==> src/rtl/move_sequencer_pkg.sv <==
// ============================================================================
// Module : move_sequencer_pkg
// Brief  : Shared types for the per-turn move sequencer.
// Rev    : 1.0  initial release
// ============================================================================
`default_nettype none

package move_sequencer_pkg;

  localparam int DEFAULT_N_CELLS = 9;

  typedef enum logic [2:0] {
    S_IDLE   = 3'd0,
    S_ARMED  = 3'd1,
    S_WRITE  = 3'd2,
    S_SCAN   = 3'd3,
    S_NOTIFY = 3'd4,
    S_DONE   = 3'd5
  } seq_state_t;

  typedef enum logic [1:0] {
    CELL_EMPTY = 2'd0,
    CELL_P1    = 2'd1,
    CELL_P2    = 2'd2
  } cell_code_t;

  // Board encoding of a move owner (player_id 0 -> P1, 1 -> P2).
  function automatic cell_code_t owner_code(input logic player);
    return player ? CELL_P2 : CELL_P1;
  endfunction

endpackage

`default_nettype wire

==> src/rtl/move_sequencer_if.sv <==
// ============================================================================
// Module : move_sequencer_if
// Brief  : Game-FSM / board-register bundle seen by the move sequencer.
// Rev    : 1.0  initial release
// ============================================================================
`default_nettype none

interface move_sequencer_if #(
  parameter int N_CELLS      = 9,
  parameter int TURN_SECONDS = 10
) ();

  localparam int CW = $clog2(N_CELLS);
  localparam int SW = $clog2(TURN_SECONDS + 1);

  logic               turn_active;
  logic               player_id;
  logic               sel_valid;
  logic [CW-1:0]      sel_cell;
  logic [N_CELLS-1:0] board_occ;
  logic               wr_en;
  logic [CW-1:0]      wr_cell;
  logic               wr_player;
  logic               player_mov;
  logic               timer_out;
  logic               sel_err;
  logic [SW-1:0]      seconds_left;

  modport master (
    output turn_active, player_id, sel_valid, sel_cell, board_occ,
    input  wr_en, wr_cell, wr_player, player_mov, timer_out, sel_err, seconds_left
  );

  modport slave (
    input  turn_active, player_id, sel_valid, sel_cell, board_occ,
    output wr_en, wr_cell, wr_player, player_mov, timer_out, sel_err, seconds_left
  );

endinterface

`default_nettype wire

==> src/rtl/move_sequencer_turn_timer.sv <==
// ============================================================================
// Module : turn_timer
// Brief  : Per-second prescaler plus turn seconds countdown.
// Rev    : 1.0  initial release
// ============================================================================
`default_nettype none

module turn_timer #(
  parameter int SEC_CYCLES   = 50_000_000,
  parameter int TURN_SECONDS = 10,
  parameter int SW           = $clog2(TURN_SECONDS + 1)
) (
  input  wire logic          clk,
  input  wire logic          rst,
  input  wire logic          load,
  input  wire logic          en,
  output logic      [SW-1:0] seconds_left,
  output logic               expired
);

  localparam int              PW         = (SEC_CYCLES > 1) ? $clog2(SEC_CYCLES) : 1;
  localparam logic [PW-1:0]   C_PRE_MAX  = PW'(SEC_CYCLES - 1);
  localparam logic [SW-1:0]   C_SEC_LOAD = SW'(TURN_SECONDS);

  logic [PW-1:0] r_pre;
  logic [SW-1:0] r_sec;

  always_ff @(posedge clk or posedge rst) begin
    if (rst) begin
      r_pre <= '0;
      r_sec <= '0;
    end else if (load) begin
      r_pre <= C_PRE_MAX;
      r_sec <= C_SEC_LOAD;
    end else if (en && (r_sec != '0)) begin
      if (r_pre == '0) begin
        r_pre <= C_PRE_MAX;
        r_sec <= r_sec - SW'(1);
      end else begin
        r_pre <= r_pre - PW'(1);
      end
    end
  end

  // Flags the cycle on which the count is about to reach zero.
  assign expired      = en && (r_pre == '0) && (r_sec == SW'(1));
  assign seconds_left = r_sec;

endmodule

`default_nettype wire

==> src/rtl/move_sequencer.sv <==
// ============================================================================
// Module : move_sequencer
// Brief  : Per-turn countdown, move validation, board write and FSM report.
// Rev    : 1.0  initial release
// ============================================================================
`default_nettype none

module move_sequencer
  import move_sequencer_pkg::*;
#(
  parameter int N_CELLS      = DEFAULT_N_CELLS,
  parameter int SEC_CYCLES   = 50_000_000,
  parameter int TURN_SECONDS = 10
) (
  input  wire logic     clk,
  input  wire logic     rst,
  move_sequencer_if.slave bus
);

  localparam int            CW     = $clog2(N_CELLS);
  localparam int            SW     = $clog2(TURN_SECONDS + 1);
  localparam logic [CW-1:0] C_LAST = CW'(N_CELLS - 1);

  seq_state_t    r_state, w_next;
  logic          r_player, w_player_d;
  logic [CW-1:0] r_cell, w_cell_d;
  logic [CW-1:0] r_scan_idx, w_scan_d;
  logic          r_manual, w_manual_d;
  logic          r_sel_err, w_sel_err_d;
  logic          w_load, w_en, w_expired, w_sel_ok;
  logic [SW-1:0] w_seconds;
  logic [(1<<CW)-1:0] w_occ_ext;

  turn_timer #(
    .SEC_CYCLES   (SEC_CYCLES),
    .TURN_SECONDS (TURN_SECONDS),
    .SW           (SW)
  ) u_turn_timer (
    .clk          (clk),
    .rst          (rst),
    .load         (w_load),
    .en           (w_en),
    .seconds_left (w_seconds),
    .expired      (w_expired)
  );

  // Indices past the board read as occupied so they can never be chosen.
  always_comb begin
    w_occ_ext = '1;
    for (int i = 0; i < N_CELLS; i++) begin
      w_occ_ext[i] = bus.board_occ[i];
    end
  end

  assign w_sel_ok = (32'(bus.sel_cell) < N_CELLS) && !w_occ_ext[bus.sel_cell];
  assign w_en     = (r_state == S_ARMED);

  always_ff @(posedge clk or posedge rst) begin
    if (rst) begin
      r_state    <= S_IDLE;
      r_player   <= 1'b0;
      r_cell     <= '0;
      r_scan_idx <= '0;
      r_manual   <= 1'b0;
      r_sel_err  <= 1'b0;
    end else begin
      r_state    <= w_next;
      r_player   <= w_player_d;
      r_cell     <= w_cell_d;
      r_scan_idx <= w_scan_d;
      r_manual   <= w_manual_d;
      r_sel_err  <= w_sel_err_d;
    end
  end

  always_comb begin
    w_next      = r_state;
    w_player_d  = r_player;
    w_cell_d    = r_cell;
    w_scan_d    = r_scan_idx;
    w_manual_d  = r_manual;
    w_sel_err_d = 1'b0;
    w_load      = 1'b0;

    unique case (r_state)
      S_IDLE: begin
        if (bus.turn_active) begin
          w_load     = 1'b1;
          w_player_d = bus.player_id;
          w_manual_d = 1'b0;
          w_next     = S_ARMED;
        end
      end
      S_ARMED: begin
        if (!bus.turn_active) begin
          w_next = S_IDLE;
        end else if (bus.sel_valid && w_sel_ok) begin
          // A legal choice beats a simultaneous expiry.
          w_cell_d   = bus.sel_cell;
          w_manual_d = 1'b1;
          w_next     = S_WRITE;
        end else begin
          w_sel_err_d = bus.sel_valid;
          if (w_expired) begin
            w_scan_d = '0;
            w_next   = S_SCAN;
          end
        end
      end
      S_WRITE: begin
        w_next = bus.turn_active ? S_NOTIFY : S_IDLE;
      end
      S_SCAN: begin
        if (!bus.turn_active) begin
          w_next = S_IDLE;
        end else if (!w_occ_ext[r_scan_idx]) begin
          w_cell_d   = r_scan_idx;
          w_manual_d = 1'b0;
          w_next     = S_WRITE;
        end else if (r_scan_idx == C_LAST) begin
          w_manual_d = 1'b0;
          w_next     = S_NOTIFY;
        end else begin
          w_scan_d = r_scan_idx + CW'(1);
        end
      end
      S_NOTIFY: begin
        w_next = S_DONE;
      end
      S_DONE: begin
        // Wait for the game FSM to hand the turn over before re-arming.
        if (!bus.turn_active || (bus.player_id != r_player)) begin
          w_next = S_IDLE;
        end
      end
      default: begin
        w_next = S_IDLE;
      end
    endcase
  end

  assign bus.wr_en        = (r_state == S_WRITE);
  assign bus.wr_cell      = (r_state == S_WRITE) ? r_cell : '0;
  assign bus.wr_player    = (r_state == S_WRITE) ? r_player : 1'b0;
  assign bus.player_mov   = (r_state == S_NOTIFY) &&  r_manual;
  assign bus.timer_out    = (r_state == S_NOTIFY) && !r_manual;
  assign bus.sel_err      = r_sel_err;
  assign bus.seconds_left = (r_state == S_IDLE) ? '0 : w_seconds;

endmodule

`default_nettype wire

==> src/flat_wrapper.sv <==
// flat-port wrapper written by rule: the top's interface ports become plain ports
module move_sequencer_flat import move_sequencer_pkg::*;
#(
  parameter int N_CELLS      = DEFAULT_N_CELLS,
  parameter int SEC_CYCLES   = 50_000_000,
  parameter int TURN_SECONDS = 10
)
  (clk, rst, bus_turn_active, bus_player_id, bus_sel_valid, bus_sel_cell, bus_board_occ, bus_wr_en, bus_wr_cell, bus_wr_player, bus_player_mov, bus_timer_out, bus_sel_err, bus_seconds_left);
  move_sequencer_if #(.N_CELLS(N_CELLS), .TURN_SECONDS(TURN_SECONDS)) bus_i ();
  input  wire logic clk;
  input  wire logic rst;
  input wire logic [$bits(bus_i.turn_active)-1:0] bus_turn_active;
  input wire logic [$bits(bus_i.player_id)-1:0] bus_player_id;
  input wire logic [$bits(bus_i.sel_valid)-1:0] bus_sel_valid;
  input wire logic [$bits(bus_i.sel_cell)-1:0] bus_sel_cell;
  input wire logic [$bits(bus_i.board_occ)-1:0] bus_board_occ;
  output wire logic [$bits(bus_i.wr_en)-1:0] bus_wr_en;
  output wire logic [$bits(bus_i.wr_cell)-1:0] bus_wr_cell;
  output wire logic [$bits(bus_i.wr_player)-1:0] bus_wr_player;
  output wire logic [$bits(bus_i.player_mov)-1:0] bus_player_mov;
  output wire logic [$bits(bus_i.timer_out)-1:0] bus_timer_out;
  output wire logic [$bits(bus_i.sel_err)-1:0] bus_sel_err;
  output wire logic [$bits(bus_i.seconds_left)-1:0] bus_seconds_left;
  assign bus_i.turn_active = bus_turn_active;
  assign bus_i.player_id = bus_player_id;
  assign bus_i.sel_valid = bus_sel_valid;
  assign bus_i.sel_cell = bus_sel_cell;
  assign bus_i.board_occ = bus_board_occ;
  assign bus_wr_en = bus_i.wr_en;
  assign bus_wr_cell = bus_i.wr_cell;
  assign bus_wr_player = bus_i.wr_player;
  assign bus_player_mov = bus_i.player_mov;
  assign bus_timer_out = bus_i.timer_out;
  assign bus_sel_err = bus_i.sel_err;
  assign bus_seconds_left = bus_i.seconds_left;
  move_sequencer #(.N_CELLS(N_CELLS), .SEC_CYCLES(SEC_CYCLES), .TURN_SECONDS(TURN_SECONDS)) u_core (.clk(clk), .rst(rst), .bus(bus_i));
endmodule
==> config.mk <==
export PLATFORM = sky130hd
export DESIGN_NAME = move_sequencer_flat
export DESIGN_NICKNAME = d
export VERILOG_FILES = /design/src/rtl/move_sequencer_pkg.sv /design/src/rtl/move_sequencer_if.sv /design/src/rtl/move_sequencer_turn_timer.sv /design/src/rtl/move_sequencer.sv /design/src/flat_wrapper.sv
export SDC_FILE = /design/constraint.sdc
export NUM_CORES = 1
export LEC_CHECK = 0
export CORE_ASPECT_RATIO = 0.5
export CORE_MARGIN = 3
export CORE_UTILIZATION = 50
export DETAILED_ROUTE_END_ITERATION = 10
export PLACE_DENSITY = 0.69
export REMOVE_ABC_BUFFERS = 1
export SLEW_MARGIN = 40
export SYNTH_ARGS = -nofsm -noshare
export SYNTH_HDL_FRONTEND = slang
export SYNTH_HIERARCHICAL = 1
export SYNTH_SLANG_ARGS = --single-unit
==> constraint.sdc <==
create_clock -name clk -period 4.8 [get_ports clk]
set_clock_uncertainty 0.15 [all_clocks]
set_input_delay 0.96 -clock clk [delete_from_list [all_inputs] [get_ports clk]]
set_output_delay 0.96 -clock clk [all_outputs]
set_load 0.005 [all_outputs]
==> After elaboration in Yosys (flattened, before gate mapping) <==
Index checks and enable logic that the tools add are counted.
{ "totals": {"mem_count": 0, "ram_bits": 0, "reg_bits": 44, "wordCells": 106, "inputBits": 18, "output_inout_bits": 13, "romBits": 0, "latch_bits": 0} }
{ "op_classes": {"order_cmp": 3, "mux": 47, "bitwise_logic": 0, "n_eq_ne": 21, "n_div": 0, "n_reduce_logical": 24, "mul": 0, "addsub": 3, "shift": 0} }
{ "ops": {"columns": ["op", "count"], "rows": [
  ["two-way mux 26 bit", 3],
  ["two-way mux 4 bit", 15],
  ["two-way mux 3 bit", 9],
  ["logical NOT 26 bit", 1],
  ["subtractor 26 x 1 -> 26 bit (second input constant)", 1],
  ["case mux 3 bit (6 select lines)", 1],
  ["case mux 4 bit (2 select lines)", 2],
  ["two-way mux 1 bit", 14],
  ["!= test 2 bit (second input constant)", 6],
  ["less-than comparator 4 x 5 -> 1 bit (second input constant)", 2],
  ["binary-select mux 1 bit (select 4 bit)", 2],
  ["!= test 2 x 1 -> 1 bit (second input constant)", 4],
  ["logical AND 1 bit", 7],
  ["AND reduction 7 bit", 1],
  ["== test 3 x 2 -> 1 bit (second input constant)", 2],
  ["== test 3 bit (second input constant)", 2],
  ["AND reduction 6 bit", 1],
  ["nonzero test 2 bit", 3],
  ["AND reduction 5 bit", 1],
  ["adder 4 x 1 -> 4 bit (second input constant)", 1],
  ["== test 4 x 1 -> 1 bit (second input constant)", 1],
  ["== test 4 bit (second input constant)", 1],
  ["less-than comparator 4 bit (second input constant)", 1],
  ["!= test 4 x 2 -> 1 bit (second input constant)", 1],
  ["13 further kinds", 16]
]} }

==> Longest topological paths before layout <==
Gate-level depths: netlist (run 1).
{ "logic_depth": {"depth_word": 8, "mapped_depth": 10, "mapped_depth_nobuf": 10} }

==> Modules after synthesis <==
The synthesis (run 1) kept the hierarchy.
{ "modules_own_cells": {"columns": ["mod", "cells_per_inst", "instances", "area_each_um2", "seq_area_each_um2"], "rows": [
  ["turn_timer", 168, 1, 1642.8, 750.7],
  ["move_sequencer", 128, 1, 1199.9, 350.3]
]} }

==> Worst setup path after synthesis (run 1) <==
No wires, ideal clock.
{ "synth_timing": {"path_type": "flip-flop to flip-flop", "start": "register u_core.u_turn_timer.r_pre[9]", "end": "register u_core.r_scan_idx[1]", "slack_ns": 1.399, "stages_incl_launch_ff": 11, "arrival_time_ns": 3.171, "required_time_ns": 4.571, "cell_sequence": "dfrtp_1 or4_1 nor3b_4 buf_2 nand3_1 nor4_1 inv_1 a311oi_1 a21oi_1 nor4_1 mux2i_1"} }
{ "synth_between": {"elab_chain_cells": 5} }
{ "synth_lines": {"columns": ["element", "line_no", "text"], "rows": [
  ["from (decl)", "move_sequencer_turn_timer.sv:25", "logic [PW-1:0] r_pre;"],
  ["from (signal assigned)", "move_sequencer_turn_timer.sv:40", "r_pre <= r_pre - PW'(1);"],
  ["logical NOT 26 bit", "move_sequencer_turn_timer.sv:46", "assign expired = en && (r_pre == '0) && (r_sec == SW'(1));"],
  ["logical AND 1 bit (2 in series)", "move_sequencer_turn_timer.sv:46", null],
  ["via u_core.w_expired", "move_sequencer.sv:30", "logic w_load, w_en, w_expired, w_sel_ok;"],
  ["!= test 2 x 1 -> 1 bit (no source line)", null, null],
  ["AND reduction 7 bit (no source line)", null, null],
  ["to (signal assigned)", "move_sequencer.sv:70", "r_scan_idx <= w_scan_d;"],
  ["to (decl)", "move_sequencer.sv:27", "logic [CW-1:0] r_scan_idx, w_scan_d;"]
]} }
The timed path passes the listed nets, and every way through them passes these cells.
A chain may end at the register's enable or synchronous reset.

==> Worst setup path after layout (run 1) <==
{ "layout_timing": {"start": "register u_core.u_turn_timer.r_pre[13]", "end": "register u_core.r_scan_idx[1]"} }
The elaborated chain is that of the path after synthesis.

==> flow_metrics.py, run 1 <==
metrics = {
    "die": {
        "ios": 31,
        "std_cell_rows": 18,
        "initial_utilization_pct": 54.64,
        "fp.dieH_um": 59.32,
        "die_w_um": 112.6,
        "core_um2": 5202,
        "die-area_um2": 6681,
    },
    "worst_setup_path": {
        "startpoint_type": "flip-flop",
        "startpoint": "u_core/u_turn_timer/r_pre[13]$_DFFE_PP0P_",
        "crit_fanout": 7,
        "r2r_cells": 9,
        "crit_type": "flip-flop to flip-flop",
        "rr_startpoint": "u_core/u_turn_timer/r_pre[13]$_DFFE_PP0P_",
        "critPathArrivalTime_ps": 3870,
        "crit_path_end": "u_core/r_scan_idx[1]$_DFFE_PP0P_",
        "reg2reg_to": "u_core/r_scan_idx[1]$_DFFE_PP0P_",
        "timing.reg2reg.setup_slack_ps": 990,
        "crit_required_ps": 4860,
        "critPathCaptureType": "flip-flop",
    },
    "logic_synthesis": {
        "yosys.area.top_type_share_pct": 38.73,
        "syn_area_per_cell_um2": 9.604,
        "syn_area_um2": 2843,
        "ys_seq_elements": 44,
        "seq_area_frac_synth_pct": 38.73,
        "yosys-top-cells-area": "dfrtp_1, xor2_1, nor2_1, nand2_1, mux2_2",
        "ys.flop_type": "dfrtp_1",
        "synth_cell_type_count": 62,
        "synth_edf_count": 0,
        "synth_top_area_cell": "dfrtp_1",
        "yosys_warnings": 6,
        "synthCells": 296,
        "async_flop_share_pct": 100.0,
    },
    "clock_tree": {
        "cts_setup_buffers": 0,
        "cts_tree": "built",
        "clkSlewWorstSetupHoldPaths_ps": 60,
        "cts_root_buffer": "clkbuf_16",
        "numCtsBuffers": 5,
        "cts_buffer_depth": 2,
        "clock_latency_ps": 290,
        "holdBufCountCts": 0,
        "ctsResizeCount": 0,
        "clock_sinks": 44,
        "htreeDepth": 2,
    },
    "global_route": {
        "grt_pass1_vias": 2306,
        "grt_overflow": 0,
        "antenna_found_initial": 0,
        "grt_start_max_net_pins": 31,
        "grt_first_pass_wirelength_um": 10910,
        "grt_usage_pct": 20.37,
    },
    "final_layout": {
        "finalNetCount": 349,
        "post-route-util_pct": 65.01,
        "stdcell_count": 396,
        "final_common_cell": "dfrtp_1",
        "mostFrequentLayoutCells": "dfrtp_1, clkdlybuf4s50_1, nor2_1",
        "syn_to_final_growth_pct": 18.97,
        "drive_gt1_share_pct": 12.58,
        "insertedDiodeCount": 0,
    },
    "sta": {
        "rsz0062_at_grt": "no",
        "drv_slew": 0,
        "max_slew_margin_pct": 48.81,
        "setup_ws_ps": 987.9,
        "finalSetupViolCount": 0,
        "fin_crit_ps": 3812,
        "worst_pin_slew_ps": 760.9,
        "fin_tns_setup_ps": 0,
        "post-route-period-util_pct": 79.42,
        "hold_viol_final": 0,
        "max_freq_mhz": 262.3,
    },
    "power_and_ir_drop": {
        "power.leakage_nw": 1.262,
        "cellPowerDensity_nw_per_um2": 463.2,
        "vdd_ir_drop_max_mv": 0.2585,
    },
    "place": {
        "place_congestion": 0.8585,
        "dp_hpwl_um": 4595,
        "place_ws_ps": 788.3,
        "placed_cells": 388,
        "port_buffers": 30,
    },
    "detailed_routing": {
        "via_count": 2311,
        "first_pass_iters": 5,
        "antenna_violating_nets_post_route": 0,
        "route.detailed.drc": 0,
        "totalWireLength_um": 6333,
        "drt_iter0_drc": 153,
        "post_drt_wl_per_cell_um": 15.99,
        "routed_via_density": 5.836,
    },
    "job": {
        "cap_violations": 0,
    },
    "status": {
        "status": "completed",
    },
    "worst_hold_path": {
        "hp-class": "flip-flop to flip-flop",
    },
}
[area by class of cell]
class	count	area (um^2)
clock buffers	6	138.9
well taps	70	87.58
multi-input cells	227	1640
inverters	14	52.55
clock inverters	2	38.79
repair buffers	33	322.8
fillers	398	1821
flip-flops and latches	44	1101
[synth_stat cells, drive strengths merged, types with 2 or more instances]
| cell type | n |
|---|---|
| ha | 6 |
| nor3 | 13 |
| nand2 | 26 |
| buf | 7 |
| xnor2 | 2 |
| o2111ai | 2 |
| nand3b | 4 |
| nor4bb | 2 |
| mux2i | 3 |
| dfrtp | 44 |
| nor2 | 28 |
| o21a | 2 |
| nand3 | 13 |
| nor2b | 9 |
| nor3b | 4 |
| a211o | 2 |
| a31oi | 6 |
| nand4 | 6 |
| or4 | 3 |
| a2bb2oi | 2 |
| a21oi | 5 |
| inv | 13 |
| a221o | 2 |
| mux4 | 2 |
| o21ai | 12 |
| or3 | 2 |
| mux2 | 9 |
| nor4b | 5 |
| and2 | 8 |
| nor4 | 6 |
| and3b | 2 |
| nand4b | 4 |
| nand2b | 3 |
| clkbuf | 4 |
| xor2 | 20 |
[state kept, by name, summed over array words and instances, names as in the netlist]
signal                            count
u_core/r_scan_idx                     4
u_core/bus.sel_err                    1
u_core/r_cell                         4
u_core/r_player                       1
u_core/r_manual                       1
u_core/r_state                        3
u_core/u_turn_timer/r_pre            26
u_core/u_turn_timer/seconds_left      4
[cell families after synthesis]
kind of cell             Yosys count  share of synthesized area (%)
adder cells (fa/ha/maj)            6                          2.641
XOR/XNOR                          22                          6.778
AND/OR/NAND/NOR                  140                          28.48
multiplexers                      14                          6.206
flip-flops                        44                          38.73
buffers and inverters             25                          4.225
AO/OA/AOI/OAI                     45                          12.94
[routing by layer]
layer  track usage [%]  routed length [um]
met4             5.822                  68
met2             34.18                3005
met5                 0                   0
met1             26.92                2933
met3             4.689                 326
[worst max-delay path: stages (launching register included)]
cell and delay [ps]:
dfrtp_1 410, or4_1 680, nor4b_4 550, nand3_1 140, nor4_1 660, inv_1 90
a311oi_1 270, a21oi_1 80, nor4_2 470, mux2i_1 240
[where the power goes]
group	switching, mW	internal (mW)	leakage (nW)	total (mW)
Combinational	0.316	0.277	0.674	0.593
Clock	0.146	0.261	0.0871	0.407
Sequential	0.125	0.442	0.501	0.567
Total	0.586	0.980	1.26	1.57
[worst min path at each step]
stage / from / end / slack, ps / depth (start not counted)
after floorplan: u_core/r_cell[0]$_DFFE_PP0P_ / u_core/r_cell[0]$_DFFE_PP0P_ / 320 / 1
after global placement: u_core/r_cell[3]$_DFFE_PP0P_ / u_core/r_cell[3]$_DFFE_PP0P_ / 340 / 1
after detailed placement: u_core/r_cell[3]$_DFFE_PP0P_ / u_core/r_cell[3]$_DFFE_PP0P_ / 350 / 1
after CTS: u_core/r_cell[3]$_DFFE_PP0P_ / u_core/r_cell[3]$_DFFE_PP0P_ / 360 / 1
after global routing: u_core/r_cell[3]$_DFFE_PP0P_ / u_core/r_cell[3]$_DFFE_PP0P_ / 380 / 1
final: u_core/r_cell[3]$_DFFE_PP0P_ / u_core/r_cell[3]$_DFFE_PP0P_ / 370 / 1
[metrics by stage]
stage	cell area, um^2	power (mW)	hold slack (ps)
2_1_floorplan	2775	0.9493	322.0
3_3_place_gp	3186	1.135	339.2
3_5_place_dp	3192	1.159	348.6
4_1_cts	3369	1.569	364.9
5_1_grt	3382	1.665	381.4
6_report	3382	1.566	365.3
Note: power is estimated with default switching activity, not from simulation.
==> run 2: changes to the inputs <==
clock period = 3.55 ns   (was 4.8 ns; I/O delays follow)
==> flow_metrics.py, run 2 (synthesis gave the netlist of run 1 again) <==
metrics = {
    "final_layout": {
        "syn_to_final_growth_pct": 19.54,
        "drive_gt1_share_pct": 14.03,
        "stdcell_count": 405,
        "regMostFlops": "u_core/u_turn_timer/r_pre",
        "finalNetCount": 359,
        "regArea_um2": 1101,
        "insertedDiodeCount": 0,
        "mostFrequentLayoutCells": "dfrtp_1, clkdlybuf4s50_1, nor2_1",
        "final_cell_area_um2": 3398,
        "final_common_cell": "dfrtp_1",
        "multi_input_area_um2": 1622,
        "largest_reg_flops": 26,
        "nFillCells": 440,
    },
    "clock_tree": {
        "cts_tree": "built",
        "clock_sinks": 44,
        "htreeDepth": 2,
        "ctsResizeCount": 0,
        "numCtsBuffers": 5,
        "cts_root_buffer": "clkbuf_16",
        "cts_buffer_depth": 2,
        "clkSlewWorstSetupHoldPaths_ps": 60,
        "holdBufCountCts": 0,
        "clock_latency_ps": 290,
        "cts_setup_buffers": 0,
    },
    "power_and_ir_drop": {
        "vdd_ir_drop_max_mv": 0.3104,
        "power.leakage_nw": 1.291,
        "cellPowerDensity_nw_per_um2": 601.4,
    },
    "worst_setup_path": {
        "cp_slowest_cell": "or4_1",
        "timing.reg2reg.setup_slack_ps": 300,
        "crit_type": "flip-flop to flip-flop",
        "cp_slowest_stage_delay_ps": 670,
        "r2r_cells": 11,
        "crit_chain": "or4_1 > nor4b_4 > nand3_1 > nor4_1 > buf_4 > inv_1 > a311oi_1 > a21oi_1 > nor4_1 > buf_4 > mux2i_1",
        "crit_fanout": 6,
        "reg2reg_to": "u_core/r_scan_idx[1]$_DFFE_PP0P_",
        "critPathArrivalTime_ps": 3310,
        "startpoint_type": "flip-flop",
        "crit_required_ps": 3610,
        "crit_cells": 11,
        "rr_startpoint": "u_core/u_turn_timer/r_pre[13]$_DFFE_PP0P_",
        "startpoint": "u_core/u_turn_timer/r_pre[13]$_DFFE_PP0P_",
        "critPathCaptureType": "flip-flop",
        "critPathBufInv": 3,
        "crit_path_end": "u_core/r_scan_idx[1]$_DFFE_PP0P_",
        "cpLargestDelayFamily": "simple AND/OR/NAND/NOR gates",
    },
    "place": {
        "postPlaceCellArea_um2": 3261,
        "place_congestion": 0.8431,
        "dp_hpwl_um": 4686,
        "placed_cells": 398,
        "port_buffers": 30,
        "place_ws_ps": 353.2,
    },
    "sta": {
        "fin_tns_setup_ps": 0,
        "post-route-period-util_pct": 91.48,
        "fin_crit_ps": 3248,
        "drv_slew": 0,
        "hold_ws_ps": 362.0,
        "worst_pin_slew_ps": 570.5,
        "finalSetupViolCount": 0,
        "max_slew_margin_pct": 61.67,
        "hold_viol_final": 0,
        "max_freq_mhz": 307.9,
        "setup_ws_ps": 302.5,
        "rsz0062_at_grt": "no",
    },
    "detailed_routing": {
        "via_count": 2319,
        "antenna_violating_nets_post_route": 0,
        "drt_iter0_drc": 146,
        "route.detailed.drc": 0,
        "first_pass_iters": 6,
        "routed_via_density": 5.726,
        "totalWireLength_um": 6374,
        "post_drt_wl_per_cell_um": 15.74,
    },
    "die": {
        "initial_utilization_pct": 54.64,
        "fp.dieH_um": 59.32,
        "die-area_um2": 6681,
        "core_um2": 5202,
        "ios": 31,
        "std_cell_rows": 18,
        "die_w_um": 112.6,
    },
    "global_route": {
        "grt_usage_pct": 20.38,
        "antenna_found_initial": 0,
        "grt_overflow": 0,
        "grt_first_pass_wirelength_um": 10820,
        "grt_start_max_net_pins": 31,
        "grt_pass1_vias": 2309,
    },
    "worst_hold_path": {
        "hp-class": "flip-flop to flip-flop",
    },
    "status": {
        "status": "completed",
    },
    "job": {
        "cap_violations": 0,
    },
}
[run 2: how the worst min path moves through the flow]
stage / cells after the start / start / to
4_1_cts: 1 / u_core/r_cell[1]$_DFFE_PP0P_ / u_core/r_cell[1]$_DFFE_PP0P_
5_1_grt: 1 / u_core/r_cell[3]$_DFFE_PP0P_ / u_core/r_cell[3]$_DFFE_PP0P_
3_3_place_gp: 1 / u_core/r_cell[1]$_DFFE_PP0P_ / u_core/r_cell[1]$_DFFE_PP0P_
3_5_place_dp: 1 / u_core/r_cell[1]$_DFFE_PP0P_ / u_core/r_cell[1]$_DFFE_PP0P_
2_1_floorplan: 1 / u_core/r_cell[0]$_DFFE_PP0P_ / u_core/r_cell[0]$_DFFE_PP0P_
6_report: 1 / u_core/r_cell[1]$_DFFE_PP0P_ / u_core/r_cell[1]$_DFFE_PP0P_
[run 2: where the power goes]
group	internal [mW]	switching [mW]	total [mW]	leakage, nW
sequential	0.599	0.140	0.739	0.501
combinational	0.413	0.448	0.861	0.725
clock	0.255	0.188	0.444	0.0657
total	1.27	0.777	2.04	1.29
[run 2: metal layers]
metal	part of all wire, %	vias up	GRT usage (%)
li1	-	1147	-
met1	48	1111	26.36
met2	48	54	34.34
met3	3.7	7	4.689
met4	1.1	0	7.021
met5	0	-	0
[run 2: area by class of cell]
type,instances,area share (%)
clock buffers,5,3.682
inverters,14,1.546
flip-flops and latches,44,32.40
repair buffers,43,11.71
multi-input cells,227,47.72
well taps,70,2.577
clock inverters,2,0.3682
[run 2: through the flow]
step	util, %	power, mW
detailed placement	62.67	1.599
CTS	65.32	2.052
global placement	62.67	1.576
finish	65.32	2.044
global route	65.32	2.182
floorplan	-	1.284
==> run 3: changes to the inputs <==
HOLD_SLACK_MARGIN = 0.12   (was default)
==> results of run 3 <==
The final DEF is identical to that of run 2; final timing and power are the same.
